## config.mk

```make
export PLATFORM = sky130hd
export DESIGN_NAME = simple_axi_slave
export DESIGN_NICKNAME = d
export VERILOG_FILES = /design/src/rtl/simple_axi_pkg.sv /design/src/rtl/simple_axi_slave_ram.sv /design/src/rtl/simple_axi_slave.sv
export SDC_FILE = /design/constraint.sdc
export NUM_CORES = 2
export LEC_CHECK = 0
export BUFFER_PORTS_ARGS = -buffer_cell sky130_fd_sc_hd__buf_2
export CAP_MARGIN = 20
export CORE_MARGIN = 2
export CORE_UTILIZATION = 45
export CTS_BUF_LIST = sky130_fd_sc_hd__clkbuf_2
export CTS_CLUSTER_DIAMETER = 40
export DETAILED_ROUTE_END_ITERATION = 8
export PLACE_DENSITY = 0.69
export SYNTH_ARGS = -nofsm -noshare
export SYNTH_HDL_FRONTEND = slang
export SYNTH_SLANG_ARGS = --single-unit
```

## constraint.sdc

```tcl
create_clock -name i_clk -period 10.2 [get_ports i_clk]
set_clock_uncertainty 0.05 [all_clocks]
set_input_delay 3.06 -clock i_clk [delete_from_list [all_inputs] [get_ports i_clk]]
set_output_delay 3.06 -clock i_clk [all_outputs]
set_load 0.05 [all_outputs]
```

## src/rtl/simple_axi_pkg.sv

```systemverilog
// Shared types for the single-beat AXI4 memory responder: response codes,
// write/read FSM states and the fixed data-path widths.
package simple_axi_pkg;

  localparam int AXI_DATA_W = 64;
  localparam int AXI_STRB_W = 8;

  typedef enum logic [1:0] {
    RESP_OKAY   = 2'b00,
    RESP_SLVERR = 2'b10,
    RESP_DECERR = 2'b11
  } resp_t;

  typedef enum logic [1:0] {W_IDLE, W_DATA, W_WAIT, W_RESP} wr_state_t;
  typedef enum logic [1:0] {R_IDLE, R_WAIT, R_DATA} rd_state_t;

  // Decode error outranks slave error.
  function automatic resp_t pick_resp(input logic dec, input logic slv);
    return dec ? RESP_DECERR : (slv ? RESP_SLVERR : RESP_OKAY);
  endfunction

endpackage

```

## src/rtl/simple_axi_slave_ram.sv

```systemverilog
// Word-organised scratch RAM: one byte-strobed write port and one registered
// read port. A read and a write to the same word in one cycle return old data.
module simple_axi_slave_ram
  import simple_axi_pkg::*;
#(
  parameter int WORDS = 16,
  parameter int IW    = 4
) (
  input  logic                  clk_i,
  input  logic                  we_i,
  input  logic [IW-1:0]         waddr_i,
  input  logic [AXI_DATA_W-1:0] wdata_i,
  input  logic [AXI_STRB_W-1:0] wstrb_i,
  input  logic                  re_i,
  input  logic [IW-1:0]         raddr_i,
  output logic [AXI_DATA_W-1:0] rdata_o
);

  logic [AXI_DATA_W-1:0] mem_q [WORDS];
  logic [AXI_DATA_W-1:0] rdata_q;

  always_ff @(posedge clk_i) begin
    if (re_i) rdata_q <= mem_q[raddr_i];
    if (we_i) begin
      for (int k = 0; k < AXI_STRB_W; k++) begin
        if (wstrb_i[k]) mem_q[waddr_i][8*k +: 8] <= wdata_i[8*k +: 8];
      end
    end
  end

  assign rdata_o = rdata_q;

endmodule

```

## src/rtl/simple_axi_slave.sv

```systemverilog
// Single-beat AXI4 memory responder with programmable wait states.
// Define SIMPLE_AXI_SLAVE_RO_EN to make [RO_BASE, MEM_BYTES) write-protected.
module simple_axi_slave
  import simple_axi_pkg::*;
#(
  parameter int ADDR_WIDTH = 32,
  parameter int MEM_BYTES  = 128,
  parameter int RO_BASE    = 64
) (
  input  logic                  i_clk,
  input  logic                  i_rst,
  input  logic [7:0]            i_wait,
  input  logic                  s_axi_awvalid,
  output logic                  s_axi_awready,
  input  logic [ADDR_WIDTH-1:0] s_axi_awaddr,
  input  logic [2:0]            s_axi_awsize,
  input  logic [7:0]            s_axi_awlen,
  input  logic                  s_axi_wvalid,
  output logic                  s_axi_wready,
  input  logic [AXI_DATA_W-1:0] s_axi_wdata,
  input  logic [AXI_STRB_W-1:0] s_axi_wstrb,
  input  logic                  s_axi_wlast,
  output logic                  s_axi_bvalid,
  input  logic                  s_axi_bready,
  output logic [1:0]            s_axi_bresp,
  input  logic                  s_axi_arvalid,
  output logic                  s_axi_arready,
  input  logic [ADDR_WIDTH-1:0] s_axi_araddr,
  input  logic [2:0]            s_axi_arsize,
  input  logic [7:0]            s_axi_arlen,
  output logic                  s_axi_rvalid,
  input  logic                  s_axi_rready,
  output logic [AXI_DATA_W-1:0] s_axi_rdata,
  output logic [1:0]            s_axi_rresp,
  output logic                  s_axi_rlast
);

  // Handshakes: a transfer happens on a rising edge where valid and ready are
  // both high; once raised, valid and its payload hold until that edge.
  localparam int WORDS = MEM_BYTES / 8;
  localparam int IW    = $clog2(WORDS);
  localparam logic [ADDR_WIDTH-1:0] MEM_LIMIT = ADDR_WIDTH'(MEM_BYTES);
  localparam logic [ADDR_WIDTH-1:0] RO_LIMIT  = ADDR_WIDTH'(RO_BASE);
`ifdef SIMPLE_AXI_SLAVE_RO_EN
  localparam bit RO_EN = 1'b1;
`else
  localparam bit RO_EN = 1'b0;
`endif

  wr_state_t             wr_state_q;
  logic [ADDR_WIDTH-1:0] waddr_q;
  logic [2:0]            wsize_q;
  logic [7:0]            wlen_q, wwait_q, wcnt_q;
  logic                  awready_q, wready_q, bvalid_q;
  resp_t                 bresp_q, w_resp_d;

  rd_state_t             rd_state_q;
  logic [IW-1:0]         raddr_q, ram_raddr;
  logic [7:0]            rcnt_q;
  logic                  arready_q, rvalid_q;
  resp_t                 rresp_q, r_resp_d;

  logic                  ram_we, ram_re;
  logic [AXI_DATA_W-1:0] ram_rdata;

  always_comb begin
    w_resp_d  = pick_resp(waddr_q >= MEM_LIMIT,
                          (wsize_q > 3'd3) || (wlen_q != 8'd0) || !s_axi_wlast ||
                          (RO_EN && (waddr_q >= RO_LIMIT)));
    r_resp_d  = pick_resp(s_axi_araddr >= MEM_LIMIT,
                          (s_axi_arsize > 3'd3) || (s_axi_arlen != 8'd0));
    ram_we    = (wr_state_q == W_DATA) && s_axi_wvalid && (w_resp_d == RESP_OKAY);
    // With zero wait states the RAM is read directly on the AR handshake edge.
    ram_re    = ((rd_state_q == R_IDLE) && s_axi_arvalid && (i_wait == 8'd0)) ||
                ((rd_state_q == R_WAIT) && (rcnt_q == 8'd0));
    ram_raddr = (rd_state_q == R_IDLE) ? s_axi_araddr[IW+2:3] : raddr_q;
  end

  always_ff @(posedge i_clk) begin
    if (i_rst) begin
      wr_state_q <= W_IDLE;
      awready_q  <= 1'b1;
      wready_q   <= 1'b0;
      bvalid_q   <= 1'b0;
      bresp_q    <= RESP_OKAY;
      waddr_q    <= '0;
      wsize_q    <= '0;
      wlen_q     <= '0;
      wwait_q    <= '0;
      wcnt_q     <= '0;
    end else begin
      case (wr_state_q)
        W_IDLE: if (s_axi_awvalid) begin
          waddr_q    <= s_axi_awaddr;
          wsize_q    <= s_axi_awsize;
          wlen_q     <= s_axi_awlen;
          wwait_q    <= i_wait;
          awready_q  <= 1'b0;
          wready_q   <= 1'b1;
          wr_state_q <= W_DATA;
        end
        W_DATA: if (s_axi_wvalid) begin
          wready_q <= 1'b0;
          bresp_q  <= w_resp_d;
          if (wwait_q == 8'd0) begin
            bvalid_q   <= 1'b1;
            wr_state_q <= W_RESP;
          end else begin
            wcnt_q     <= wwait_q - 8'd1;
            wr_state_q <= W_WAIT;
          end
        end
        W_WAIT: if (wcnt_q == 8'd0) begin
          bvalid_q   <= 1'b1;
          wr_state_q <= W_RESP;
        end else begin
          wcnt_q <= wcnt_q - 8'd1;
        end
        W_RESP: if (s_axi_bready) begin
          bvalid_q   <= 1'b0;
          awready_q  <= 1'b1;
          wr_state_q <= W_IDLE;
        end
        default: wr_state_q <= W_IDLE;
      endcase
    end
  end

  always_ff @(posedge i_clk) begin
    if (i_rst) begin
      rd_state_q <= R_IDLE;
      arready_q  <= 1'b1;
      rvalid_q   <= 1'b0;
      rresp_q    <= RESP_OKAY;
      raddr_q    <= '0;
      rcnt_q     <= '0;
    end else begin
      case (rd_state_q)
        R_IDLE: if (s_axi_arvalid) begin
          raddr_q   <= s_axi_araddr[IW+2:3];
          rresp_q   <= r_resp_d;
          arready_q <= 1'b0;
          if (i_wait == 8'd0) begin
            rvalid_q   <= 1'b1;
            rd_state_q <= R_DATA;
          end else begin
            rcnt_q     <= i_wait - 8'd1;
            rd_state_q <= R_WAIT;
          end
        end
        R_WAIT: if (rcnt_q == 8'd0) begin
          rvalid_q   <= 1'b1;
          rd_state_q <= R_DATA;
        end else begin
          rcnt_q <= rcnt_q - 8'd1;
        end
        R_DATA: if (s_axi_rready) begin
          rvalid_q   <= 1'b0;
          arready_q  <= 1'b1;
          rd_state_q <= R_IDLE;
        end
        default: rd_state_q <= R_IDLE;
      endcase
    end
  end

  simple_axi_slave_ram #(.WORDS(WORDS), .IW(IW)) u_ram (
    .clk_i   (i_clk),
    .we_i    (ram_we),
    .waddr_i (waddr_q[IW+2:3]),
    .wdata_i (s_axi_wdata),
    .wstrb_i (s_axi_wstrb),
    .re_i    (ram_re),
    .raddr_i (ram_raddr),
    .rdata_o (ram_rdata)
  );

  assign s_axi_awready = awready_q;
  assign s_axi_wready  = wready_q;
  assign s_axi_bvalid  = bvalid_q;
  assign s_axi_bresp   = bresp_q;
  assign s_axi_arready = arready_q;
  assign s_axi_rvalid  = rvalid_q;
  assign s_axi_rresp   = rresp_q;
  assign s_axi_rlast   = rvalid_q;
  // The RAM output register is held across the wait; errors and idle show zero.
  assign s_axi_rdata   = (rvalid_q && (rresp_q == RESP_OKAY)) ? ram_rdata : '0;

endmodule
```

=== Word level (Yosys, flattened, before mapping) ===
Memories as Yosys holds them, arrays and structs flattened. A register that Yosys moved wholly into a read port is not among the register bits.
Cells that the tools add are included.

* Add/sub/neg operators: 4
* Magnitude comparators: 4
* Eq/ne operators: 18
* Muxes and demuxes: 68
* Reductions and logical operators: 40

{| class="wikitable"
|+ Operators with widths
! operator !! count
|-
| 32-bit by 8-bit greater-or-equal comparator with 1-bit output (second input constant) || 2
|-
| 64-bit 2-to-1 mux || 1
|-
| 8-bit 2-to-1 mux || 6
|-
| 1-bit 2-to-1 mux || 39
|-
| 8-bit logical NOT || 4
|-
| 8-bit case mux with 2 select lines || 2
|-
| 8-bit by 1-bit subtractor with 8-bit output (second input constant) || 4
|-
| 2-bit 2-to-1 mux || 12
|-
| 2-bit inequality test (second input constant) || 10
|-
| 8-bit nonzero test || 2
|-
| 3-bit AND reduction || 4
|-
| 4-bit AND reduction || 3
|-
| 5-bit AND reduction || 2
|-
| 2-bit nonzero test || 5
|-
| 2-bit logical NOT || 4
|-
| 2-bit case mux with 4 select lines || 1
|-
| 2-bit == test (second input constant) || 3
|-
| 3-bit by 2-bit greater-than comparator with 1-bit output (second input constant) || 2
|-
| 1-bit logical AND || 6
|-
| 2-bit by 1-bit inequality test with 1-bit output (second input constant) || 3
|-
| 1-bit case mux with 2 select lines || 3
|-
| 1-bit case mux with 3 select lines || 2
|-
| 2-bit case mux with 3 select lines || 1
|-
| 2-bit AND reduction || 3
|-
| other kinds (5) || 10
|}

* Register bits after elaboration: 84
* RAM bits: 1024
* Input port bits: 174
* Word-level logic and storage cells: 151
* Memories: 1

{| class="wikitable"
|+ Memories
! name !! words !! width !! rd ports !! clocked after memory_dff !! wr ports !! RTL line !! text
|-
| u_ram.mem_q || 16 || 64 || 1 || 1 || 1 || simple_axi_slave_ram.sv:19 || <nowiki>logic [AXI_DATA_W-1:0] mem_q [WORDS];</nowiki>
|}

=== Longest topological paths before layout ===
* Depth in word-level cells: 9
* Depth in mapped cells: 12
* Gate-level depth less buffers: 9

=== Cells and area by module ===
A second synthesis with hierarchy kept.

* Cell total of the unflattened synthesis: 2360
* Area total of the unflattened synthesis: 45026.9 µm²

{| class="wikitable"
|+ By module, submodules not included
! module !! times used !! cells each !! area an instance (µm²) !! seq. area each (µm²)
|-
| simple_axi_slave_ram || 1 || 1791 || 40735.3 || 32671.3
|-
| simple_axi_slave || 1 || 569 || 4291.6 || 1581.5
|}

=== Worst setup path after synthesis ===
OpenSTA, ideal clock, no wires.

* Kind: input -> register
* Start point: input port i_wait[2]
* End point: register u_ram.rdata_q[0], in the netlist u_ram.rdata_o[0] (read register of u_ram.mem_q) (enable)
* Arrival: 6361 ps
* Data required time: 9576 ps
* Setup slack: 3215 ps
* Cell stages on the path: 6
* Buffers on the path: 2
* Path through: clkbuf_1 or4_1 clkbuf_1 nor3_1 nand2_1 o21ai_0

* Longest elaborated chain between the ends: 3

{| class="wikitable"
|+ Ends and longest elaborated chain
! item !! RTL line !! text
|-
| start: declaration || simple_axi_slave.sv:12 || <nowiki>input logic [7:0] i_wait,</nowiki>
|-
| 8-bit logical NOT || simple_axi_slave.sv:74 || <nowiki>ram_re = ((rd_state_q == R_IDLE) && s_axi_arvalid && (i_wait == 8'd0)) ||</nowiki>
|-
| 1-bit logical AND || simple_axi_slave.sv:74 ||
|-
| 1-bit logical OR || simple_axi_slave.sv:74 ||
|-
| net ram_re || simple_axi_slave.sv:63 || <nowiki>logic ram_we, ram_re;</nowiki>
|-
| end: declaration || simple_axi_slave_ram.sv:20 || <nowiki>logic [AXI_DATA_W-1:0] rdata_q;</nowiki>
|}

The timed path passes the listed nets, and every way through them passes these cells.
A chain may end at the register's enable or synchronous reset.

=== Final worst setup path ===
* Start point: register rvalid_q, in the netlist s_axi_rlast
* End point: output port s_axi_rdata[41]

* Longest elaborated chain between the ends: 2

{| class="wikitable"
|+ Ends and longest elaborated chain
! item !! RTL line !! text
|-
| start: declaration || simple_axi_slave.sv:60 || <nowiki>logic arready_q, rvalid_q;</nowiki>
|-
| start signal: assignment || simple_axi_slave.sv:133 || <nowiki>rvalid_q <= 1'b0;</nowiki>
|-
| start signal: assignment || simple_axi_slave.sv:144 || <nowiki>rvalid_q <= 1'b1;</nowiki>
|-
| start signal: assignment || simple_axi_slave.sv:152 || <nowiki>rvalid_q <= 1'b1;</nowiki>
|-
| 1-bit logical AND || simple_axi_slave.sv:187 || <nowiki>assign s_axi_rdata = (rvalid_q && (rresp_q == RESP_OKAY)) ? ram_rdata : '0;</nowiki>
|-
| 64-bit 2-to-1 mux || simple_axi_slave.sv:187 ||
|-
| end: declaration || simple_axi_slave.sv:33 || <nowiki>output logic [AXI_DATA_W-1:0] s_axi_rdata,</nowiki>
|}

No other way between the ends.

==> reports/qor.yml <==
grt_first_pass_wirelength_mm: 187
cp_slowest_stage_delay_ns: 0.57
cts-buffers-inserted: 308
synth.most_common_cell: "edfxtp_1"
hp-start: "wlen_q[2]"
wl_per_cell_um: 23.1
dp_hpwl_mm: 69.4
nets: 4114
cp.arrival_ns: 3.17
min_path_type: "flip-flop to flip-flop"
power_mw: 10.4
port_buffers: 237
cp_cell_sequence: "nor3b_2 -> buf_4 -> and2_1 -> buf_2"
synth_compound_area_share_pct: 11.2
holdPathStages: 2
via_per_inst: 5.85
die_area_mm2: 0.108
start_kind: "flip-flop"
remaining_drc_errors: 0
synth_largest_area_cell: "edfxtp_1"
synth_edf_count: 1088
setup_viol: 0
syn_inst: 3639
cts_hold_buffers: 0
overflow: 0
hold_violations: 0
tightest_slew_ns: 1.26
place_ws_ns: 3.72
path_depth: 4
drtIter0Drc: 3554
cts-resized-gates: 0
ir_drop_mv: 0.109
drt_wl_total_mm: 127
clock-sinks: 1167
r2r-start: "rd_state_q[0]"
placed_area_mm2: 0.0496
cts_buffer_depth: 4
grt_util_all_layers_pct: 22.9
io_pins: 248
cts_tree: "built"
fin_tns_setup_ns: 0
ys_top_cells_by_count: "1088 x edfxtp_1, 528 x nand2_1, 321 x nand3_1"
via_count: 32193
grt_pass1_vias: 31049
core_area_mm2: 0.105
syn_nets: 3820
critPathRequiredTime_ns: 7.09
synthMuxAreaShare_pct: 1.49
synth_top_area_share_pct: 68.6
area_delta_synth_final_pct: 9.52
leakagePower_nw: 17.8
yosys.area_share.simple_pct: 12.2
htree_levels: 5
netlist_area_mm2: 0.0476
cp-end-kind: "primary output"
cts_root_buffer: "clkbuf_2"
power_density_mw_per_mm2: 200
fin_ws_ns: 3.92
synth_fa_ha_area_share_pct: 0.184
max_cap_viol_count: 0
yosysUniqueCellTypes: 69
synth_seq_area_share_pct: 72.0
reg2reg_slack_ns: 5.68
start_util_pct: 45.3
insertion_delay_ns: 1.56
whs_endpoint: "wlen_q[2]"
synth_top_family_by_area: "simple AND/OR/NAND/NOR gates"
slew_viol_final: 0
crit_family: "buffers and inverters"
clkTransAtPathRegs_ns: 0.09
die_w_um: 329
outcome: "complete, no violations"
place.gp.congestion: 0.805
postLayoutCellArea_mm2: 0.0521
num_rows: 119
synth_seq_cells: 1167
whs_ns: 0.405
first_pass_iters: 7
rsz0062_at_grt: "no"
ant_nets: 0
async_flop_share_pct: 0
ys_warn_count: 0
crit_fanout: 64
grt_max_degree: 257
post_cts_buffers: 0
crit_type: "flip-flop to primary output"
slew_headroom_pct: 16.0
min_period_ns: 6.28
synth-xor-area-share_pct: 0.0552
synthFlopType: "edfxtp_1"
crit_buf_inv: 2
timing.final.crit_share_pct: 61.5
fmax_ghz: 0.159
rr_worst_depth: 7
drive_gt1_share_pct: 18.4
synth_area_leaders: "edfxtp_1 69%, nand2_1 4.2%, nand3_1 3.4%"
syn_area_per_cell_um2: 13.1
r2r_end: "u_ram.rdata_o[36]"
cpMaxStageDelayCell: "buf_4"
antenna_found_initial: 18
fp.dieH_um: 329
[cells by family after synthesis]
logic type / Yosys count
buffers and inverters: 299
AOI/OAI and AO/OA: 848
muxes: 71
DFF: 1167
adders and majority gates: 7
and+or+nand+nor: 1244
xor gates and xnor gates: 3
[sequential cells by signal (all words and copies together), names as in the netlist, 4 cells and up]
name and cells:
u_ram.rdata_o 64, rcnt_q 8, raddr_q 4, u_ram.mem_q 1024, wwait_q 8, wlen_q 8
waddr_q 29, wcnt_q 8
[worst min-delay path: cells and delay by family (launching register included)]
family | cells | cell delay (ns)
AOI/OAI and AO/OA | 1 | 0.05
DFF | 1 | 0.32
and+or+nand+nor | 1 | 0.05
[power breakdown]
group          total, mW  internal, mW  switching, mW
Combinational       1.94         0.570           1.37
Clock               3.05          1.24           1.81
Sequential          5.45          5.36         0.0887
[worst max path at each step]
| stage | startpoint | end | slack, ns |
|---|---|---|---|
| global route | s_axi_rlast | s_axi_rdata[41] | 3.65 |
| global placement | s_axi_araddr[3] | u_ram.rdata_o[54] | 3.72 |
| CTS | s_axi_rlast | s_axi_rdata[41] | 3.67 |
| floorplan | i_wait[2] | u_ram.rdata_o[0] | 3.22 |
| detailed placement | s_axi_araddr[3] | u_ram.rdata_o[21] | 3.72 |
| finish | s_axi_rlast | s_axi_rdata[41] | 3.92 |
[per-layer routing]
metal,GRT usage [%],wire length (um),vias up
met5,0,39,-
met4,10.0,4380,6
met3,5.51,11500,255
met2,36.1,60300,1649
met1,30.4,50800,15697
li1,-,-,14586
[layout make-up]
cell class	instances	area (um2)
sequential	1167	34300
multi-input combinational	2173	12100
antenna	7	17.5
inverter	14	52.6
fill	9182	53000
clock buffer	433	2170
clock inverter	49	327
timing repair buffer	269	1490
tap	1391	1740
[cells in the final DEF, fill, tap and decap left out, types with 27 or more instances in the layout]
cell / Yosys / routed
a21oi_1: 199 / 199
or4_1: 69 / 69
and2_1: 67 / 66
a31o_1: 64 / 64
a31oi_1: 72 / 71
dfxtp_1: 79 / 79
a211oi_1: 132 / 132
nand2_1: 528 / 527
a32oi_1: 64 / 64
buf_4: 10 / 27
nand3_1: 321 / 321
o21ai_0: 273 / 272
clkinv_1: 1 / 32
clkbuf_2: 0 / 433
buf_2: 77 / 237
mux2i_1: 71 / 71
edfxtp_1: 1088 / 1088
nor2_1: 159 / 159
[per-stage QoR]
stage | instances | utilization [%]
after global placement | 5014 | 47.2
after CTS | 5496 | 49.6
after floorplan | 3639 | -
after global routing | 5502 | 49.6
final | 5503 | 49.6
after detailed placement | 5014 | 47.2
Power figures use the tool's default switching activity.
